## config.mk

```make
export PLATFORM = sky130hd
export DESIGN_NAME = cp0_exc_ctrl
export DESIGN_NICKNAME = d
export VERILOG_FILES = /design/src/rtl/cp0_pkg.sv /design/src/rtl/cp0_exc_ctrl.sv
export SDC_FILE = /design/constraint.sdc
export NUM_CORES = 1
export LEC_CHECK = 0
export BUFFER_PORTS_ARGS = -buffer_cell sky130_fd_sc_hd__buf_2
export CAP_MARGIN = 20
export CELL_PAD_IN_SITES_DETAIL_PLACEMENT = 1
export CELL_PAD_IN_SITES_GLOBAL_PLACEMENT = 2
export CORE_MARGIN = 5
export CORE_UTILIZATION = 25
export DETAILED_ROUTE_END_ITERATION = 10
export PLACE_DENSITY_LB_ADDON = 0.1
export SLEW_MARGIN = 20
export SYNTH_ARGS = -nofsm -noshare
export SYNTH_HDL_FRONTEND = slang
export SYNTH_SLANG_ARGS = --single-unit
```

## constraint.sdc

```tcl
create_clock -name clk -period 2.1 [get_ports clk]
set_clock_uncertainty 0.15 [all_clocks]
set_input_delay 0.21 -clock clk [delete_from_list [all_inputs] [get_ports clk]]
set_output_delay 0.21 -clock clk [all_outputs]
set_load 0.005 [all_outputs]
```

## src/rtl/cp0_pkg.sv

```systemverilog
// rtl/cp0_pkg.sv - CP0 register indices, Status bit positions and exception FSM encoding
`timescale 1ns/1ps
package cp0_pkg;

  localparam logic [4:0] CP0_STATUS_IDX = 5'd12;
  localparam logic [4:0] CP0_CAUSE_IDX  = 5'd13;
  localparam logic [4:0] CP0_EPC_IDX    = 5'd14;

  localparam int STATUS_IE_BIT  = 0;
  localparam int STATUS_EXL_BIT = 1;

  typedef enum logic [2:0] {
    IDLE        = 3'd0,
    SAVE_EPC    = 3'd1,
    SAVE_CAUSE  = 3'd2,
    SAVE_STATUS = 3'd3,
    ERET_EPC    = 3'd4,
    ERET_STATUS = 3'd5,
    REDIRECT    = 3'd6
  } cp0_state_e;

  // Status value with only the EXL/IE bits replaced; all other bits kept.
  function automatic logic [31:0] status_with(input logic [31:0] status,
                                              input logic        exl,
                                              input logic        ie);
    logic [31:0] s;
    s                 = status;
    s[STATUS_EXL_BIT] = exl;
    s[STATUS_IE_BIT]  = ie;
    return s;
  endfunction

endpackage

```

## src/rtl/cp0_exc_ctrl.sv

```systemverilog
// rtl/cp0_exc_ctrl.sv - CP0 exception entry / ERET sequencer driving the CP0 register file
// External interrupt input and its gating exist only when CP0_EXT_INT_EN is defined.
`timescale 1ns/1ps
module cp0_exc_ctrl
  import cp0_pkg::*;
#(
  parameter logic [31:0] HANDLER_VEC = 32'h0000_0004,
  parameter logic [4:0]  EXCCODE_INT = 5'd0
) (
  input  logic        clk,
  input  logic        rst,
  input  logic        exc_req,
  input  logic [4:0]  exc_code,
  input  logic [31:0] exc_pc,
  input  logic        eret_req,
  input  logic        mtc0_we,
  input  logic [4:0]  mtc0_addr,
  input  logic [31:0] mtc0_data,
  input  logic [4:0]  mfc0_addr,
  output logic [31:0] mfc0_data,
`ifdef CP0_EXT_INT_EN
  input  logic        ext_int,
`endif
  output logic        cp0_we,
  output logic [4:0]  cp0_wt_addr,
  output logic [31:0] cp0_wt_data,
  output logic [4:0]  cp0_r_addr,
  input  logic [31:0] cp0_rdata,
  output logic        stall,
  output logic        pc_redirect,
  output logic [31:0] redirect_pc,
  output logic        busy
);

  cp0_state_e  state_q, state_d;
  logic [31:0] pc_q, pc_d;
  logic [4:0]  code_q, code_d;
  logic        eret_q, eret_d;
  logic [31:0] shadow_q, shadow_d;

  logic        int_take;
  logic        wr_en;
  logic [4:0]  wr_addr;
  logic [31:0] wr_data;
  logic [4:0]  r_addr;
  logic        redir;
  logic        idle;

`ifdef CP0_EXT_INT_EN
  assign int_take = ext_int & shadow_q[STATUS_IE_BIT] & ~shadow_q[STATUS_EXL_BIT] & ~exc_req;
`else
  assign int_take = 1'b0;
`endif

  assign idle = (state_q == IDLE);

  always_comb begin
    state_d  = state_q;
    pc_d     = pc_q;
    code_d   = code_q;
    eret_d   = eret_q;
    shadow_d = shadow_q;
    wr_en    = 1'b0;
    wr_addr  = mtc0_addr;
    wr_data  = mtc0_data;
    r_addr   = mfc0_addr;
    redir    = 1'b0;

    case (state_q)
      IDLE: begin
        if (exc_req) begin
          state_d = SAVE_EPC;
          pc_d    = exc_pc;
          code_d  = exc_code;
          eret_d  = 1'b0;
        end else if (int_take) begin
          state_d = SAVE_EPC;
          pc_d    = exc_pc;
          code_d  = EXCCODE_INT;
          eret_d  = 1'b0;
        end else if (eret_req) begin
          state_d = ERET_EPC;
          eret_d  = 1'b1;
        end else begin
          wr_en = mtc0_we;
        end
      end
      SAVE_EPC: begin
        wr_en   = 1'b1;
        wr_addr = CP0_EPC_IDX;
        wr_data = pc_q;
        state_d = SAVE_CAUSE;
      end
      SAVE_CAUSE: begin
        wr_en   = 1'b1;
        wr_addr = CP0_CAUSE_IDX;
        wr_data = {25'b0, code_q, 2'b00};
        state_d = SAVE_STATUS;
      end
      SAVE_STATUS: begin
        wr_en   = 1'b1;
        wr_addr = CP0_STATUS_IDX;
        wr_data = status_with(shadow_q, 1'b1, 1'b0);
        state_d = REDIRECT;
      end
      ERET_EPC: begin
        // pc_q doubles as the ERET target once the exception path is done with it.
        r_addr  = CP0_EPC_IDX;
        pc_d    = cp0_rdata;
        state_d = ERET_STATUS;
      end
      ERET_STATUS: begin
        wr_en   = 1'b1;
        wr_addr = CP0_STATUS_IDX;
        wr_data = status_with(shadow_q, 1'b0, 1'b1);
        state_d = REDIRECT;
      end
      REDIRECT: begin
        redir   = 1'b1;
        state_d = IDLE;
      end
      default: state_d = IDLE;
    endcase

    if (wr_en && (wr_addr == CP0_STATUS_IDX)) begin
      shadow_d = wr_data;
    end
  end

  always_ff @(posedge clk) begin
    if (rst) begin
      state_q  <= IDLE;
      pc_q     <= '0;
      code_q   <= '0;
      eret_q   <= 1'b0;
      shadow_q <= '0;
    end else begin
      state_q  <= state_d;
      pc_q     <= pc_d;
      code_q   <= code_d;
      eret_q   <= eret_d;
      shadow_q <= shadow_d;
    end
  end

  // Reset blanks strobes combinationally so an aborted sequence issues no further writes.
  assign cp0_we      = wr_en & ~rst;
  assign cp0_wt_addr = wr_addr;
  assign cp0_wt_data = wr_data;
  assign cp0_r_addr  = r_addr;
  assign mfc0_data   = cp0_rdata;
  assign busy        = ~idle & ~rst;
  assign stall       = ~rst & (~idle | (exc_req | int_take | eret_req));
  assign pc_redirect = redir & ~rst;
  assign redirect_pc = eret_q ? pc_q : HANDLER_VEC;

endmodule

```

# Yosys cells after proc, flatten, opt, wreduce, memory -nomap -nowiden
# Index checks and enable logic that the tools add are counted.
op_classes:
  eq_ne: 9
  mux: 15
  bitwise_logic: 8
  n_reduce_logical: 9
ops:
  columns: ["op", "n"]
  rows:
  - ["$pmux W32 S4", 1]
  - ["$mux W32", 2]
  - ["$pmux W32 S2", 1]
  - ["$pmux W3 S5", 1]
  - ["$pmux W5 S3", 1]
  - ["$eq A3 B3 Y1 const B", 3]
  - ["$eq A3 B2 Y1 const B", 2]
  - ["$mux W3", 2]
  - ["$reduce_and A2 Y1", 3]
  - ["$eq A5 B4 Y1 const B", 1]
  - ["$mux W1", 5]
  - ["$mux W5", 1]
  - ["$and A1 B1 Y1", 4]
  - ["$reduce_bool A2 Y1", 2]
  - ["$reduce_or A4 Y1", 1]
  - ["$eq A3 B1 Y1 const B", 1]
  - ["$logic_not A3 Y1", 1]
  - ["$ne A3 B3 Y1 const B", 1]
  - ["$ne A2 B2 Y1 const B", 1]
  - ["$not A1 Y1", 2]
  - ["$or A1 B1 Y1", 2]
  - ["$pmux W1 S2", 1]
  - ["$reduce_or A2 Y1", 1]
  - ["$logic_and A1 B1 Y1", 1]
word_totals:
  elab_cells: 46
  inputBits: 116
  register_bits: 73

# Logic depth before layout (Yosys ltp)
logic_depth:
  depth_word: 5
  ltp_mapped: 7
  mapped_depth_nobuf: 4

# Worst setup path after synthesis
# Ideal clock, no wire load.
synth_timing:
  kind: "reg-to-reg"
  from: "register state_q[2]"
  to: "register shadow_q[10]"
  required_ps: 1810
  arrival_ps: 1559
  slack_ps: 251
  path_buffers: 1
  path_stages_with_launch: 6
  cell_sequence: "dfxtp_1 or4b_4 o21ai_2 and3_4 buf_6 a211oi_1"
synth_between:
  elab_chain_cells: 5
synth_lines:
  columns: ["element", "line_no", "source"]
  rows:
  - ["start: declaration", "cp0_exc_ctrl.sv:35", "cp0_state_e state_q, state_d;"]
  - ["start signal: assignment", "cp0_exc_ctrl.sv:138", "state_q <= state_d;"]
  - ["$eq A3 B3 Y1 or $eq A3 B2 Y1 (tied branches)", "cp0_exc_ctrl.sv:69", "case (state_q)"]
  - ["$reduce_or A2 Y1 (no source line)", null, null]
  - ["$pmux W5 S3", "cp0_exc_ctrl.sv:69", null]
  - ["$eq A5 B4 Y1", "cp0_exc_ctrl.sv:125", "if (wr_en && (wr_addr == CP0_STATUS_IDX)) begin"]
  - ["$logic_and A1 B1 Y1", "cp0_exc_ctrl.sv:125", null]
  - ["end signal: assignment", "cp0_exc_ctrl.sv:142", "shadow_q <= shadow_d;"]
  - ["end: declaration", "cp0_exc_ctrl.sv:39", "logic [31:0] shadow_q, shadow_d;"]
# Parallel ways exist; a longest one is shown, timed or not.
# A chain may end at the register's enable or synchronous reset.

# Final worst setup path
layout_timing:
  from: "register state_q[2]"
  to: "output cp0_wt_data[22]"
layout_between:
  elab_chain_cells: 2
layout_lines:
  columns: ["element", "line_no", "source"]
  rows:
  - ["$eq A3 B3 Y1, or another cell as far along", "cp0_exc_ctrl.sv:69", null]
  - ["$pmux W32 S4 *", "cp0_exc_ctrl.sv:69", null]
  - ["end: declaration", "cp0_exc_ctrl.sv:26", "output logic [31:0] cp0_wt_data,"]
# Mark *: on every way between the ends. The rest lies on a longest branch, timed or not.

==> impl_metrics.toml <==
[status]
status = "finished clean"

[cells_and_area]
final_util = 0.3775
most-common-layout-cells = "buf_2, nand2_1, nor2_1"
design_area_um2 = 7372
nFillCells = 2418
register_area_um2 = 1433
syn2layout_area_growth_pct = 48.60
final_common_cell = "buf_2"
multi_input_area_um2 = 3139
nNetsFinal = 996
drive_above_1_share = 0.4011

[min_path]
min_path_cells = 3
hold_end = "pc_q[2]$_SDFFE_PP0P_"
min_path_type = "in -> reg"
min_from = "exc_pc[2]"

[cts]
numClockSinks = 71
htreeDepth = 3
cts_max_path_buffers = 2
cts_root_buffer = "clkbuf_16"
insertion_delay_ps = 340
cts_buffers = 9
cts_tree = "done"
clk_pin_slew_worst_paths_ps = 60

[floorplan]
die_y_um = 150.9
core_um2 = 19530
dieWidth_um = 150.9
rows = 51
boundaryPins = 226
initial_core_util = 0.2541
dieArea_um2 = 22760

[yosys]
syn-cell-area_um2 = 4961
netlist.area_leader.share = 0.2865
yosysTopAreaCell = "dfxtp_1"
ys_warn_count = 0
synth-seq-cells = 71
dominantRegCellSynth = "dfxtp_1"
synth_edf_count = 0
netlist-cell-type-count = 43
syn_inst = 657
synth_fp_nets = 773
yosysSeqAreaShare = 0.2865
synth.area.top_cells = "dfxtp_1, nand2_1, nor2_1"
synth.avg_cell_area_um2 = 7.551
ys_async_sr_fraction = 0

[job]
max_cap_violations = 0

[power_and_ir_drop]
ir_worst_vdd_v = 0.0004207
leakagePower_nw = 3.228
switchingPower_mw = 2.073
pwr-share-seq = 0.301
p_sw_frac = 0.3594
power_density_nw_per_um2 = 782.3
combPwrFrac = 0.400
power_mw = 5.767
clkPwrFrac = 0.299
internal_power_mw = 3.695

[routing]
dr.pass1.iters = 4
drt_iter0_markers = 295
ant_nets = 0
drcViolationCount = 0
totalWireLength_um = 22520
post_drt_wl_per_cell_um = 19.55
vias_per_cell = 4.944
num_vias = 5695

[global_route]
antenna_found_initial = 2
grt-ovfl-total = 0
grt.total_usage = 0.1822
grt_pass1_wl_um = 32570
grt_max_degree = 53
grt_pass1_vias = 5818

[worst_setup_path]
end_kind = "primary output"
r2r.worst_path.cells = 5
critPathLaunch = "state_q[2]$_SDFFE_PP0P_"
startpoint_type = "register"
cp_max_fo = 11
r2r_start = "state_q[2]$_SDFFE_PP0P_"
r2r-end = "shadow_q[8]$_SDFFE_PP0P_"
critical_path_class = "reg -> out"
arrival_ps = 1730
required_ps = 1740
reg2reg_slack_ps = 20

[place]
dp_hpwl_um = 15790
place_ws_ps = 44.69
placed_cell_area_um2 = 6186
gp_congestion = 0.8454
io_buffers = 225

[sta]
relSlewSlack = 0.6885
hold_viol_final = 0
worst_slack_ps = 10.50
whs_ps = 10.51
timing.fmax_ghz = 0.4786
tightest_slew_ps = 467.3
maxSlewViolCount = 0
rsz0062_at_grt = "yes"
setup_viol = 0
period_share = 0.9950
period_minus_slack_ps = 2089
## final cells by class
cell class	instances	share of cell area
Sequential cell	71	0.1943
Multi-Input combinational cell	468	0.4258
Clock inverter	5	0.01086
Antenna cell	2	0.0006789
Timing Repair Buffer	301	0.2743
Inverter	29	0.01477
Clock buffer	11	0.03428
Tap cell	265	0.04498
## worst max path at each step
stage               cells after the start                        end
floorplan                               5  shadow_q[10]$_SDFFE_PP0P_
detailed placement                      4   shadow_q[9]$_SDFFE_PP0P_
finish                                  6            cp0_wt_data[22]
global placement                        4  shadow_q[23]$_SDFFE_PP0P_
CTS                                     6             cp0_wt_data[8]
global route                            6            cp0_wt_data[29]
## synth_stat cells, types with 2 or more instances
library cell    n
a211oi_1       16
a211oi_2        9
a21oi_1        11
a221oi_1        2
a22o_1         25
a22oi_1        25
a2bb2oi_1       5
a311oi_1       32
a31oi_1        25
and2_1         36
buf_1           7
buf_2          11
buf_4          36
buf_6          10
clkbuf_1       27
dfxtp_1        71
inv_1          29
mux2i_1        28
nand2_1       107
nand2b_1        9
nor2_1         98
nor3_1          3
o22a_1          5
o22ai_1         6
o2bb2ai_1       2
o32ai_1         5
## power by group through the flow
| stage | registers [mW] | clock network, mW | logic [mW] |
|---|---|---|---|
| 6_report | 1.74 | 1.73 | 2.31 |
| 5_1_grt | 1.76 | 1.83 | 2.52 |
| 4_1_cts | 1.73 | 1.76 | 2.09 |
| 3_5_place_dp | 1.75 | 0 | 1.94 |
| 3_3_place_gp | 1.75 | 0 | 1.91 |
| 2_1_floorplan | 1.63 | 0 | 1.26 |
## state kept, by name (all words and copies together), names as in the netlist
register	flops
code_q	5
eret_q	1
pc_q	32
shadow_q	30
state_q	3
## through the flow
stage	setup TNS [ps]	std cells
2_1_floorplan	0	657
3_3_place_gp	0	1086
3_5_place_dp	0	1086
4_1_cts	-676.2	1139
5_1_grt	-600.7	1151
6_report	0	1152
## critical path: stages, from the launching register on
cell and delay [ps]:
dfxtp_4 450, buf_12 190, mux2i_1 220, nand2_1 90
a22oi_2 240, inv_1 70, buf_2 130
## timing repair
item                                   CTS  global route
gates resized for setup                 21            53
pin swaps                                1            10
setup endpoints to repair               37            39
setup buffers                            1             5
gates cloned                             2             6
endpoints found under the hold margin   34             0
hold buffers                            34             0
## layer usage
metal,vias up,routed length [µm],global-route usage
met5,-,7,0
met4,2,360,0.05213
met3,20,1264,0.03112
met2,168,10530,0.2896
met1,2757,10360,0.2537
li1,2748,-,-
## cells by family after synthesis
logic type / count (synthesis) / share of synthesized area
and+or+nand+nor: 263 / 0.2346
AOI/OAI and AO/OA: 173 / 0.2817
buffers and inverters: 121 / 0.1390
DFF: 71 / 0.2865
muxes: 28 / 0.05649
xor gates and xnor gates: 1 / 0.001766
(Power assumes the default switching activity.)
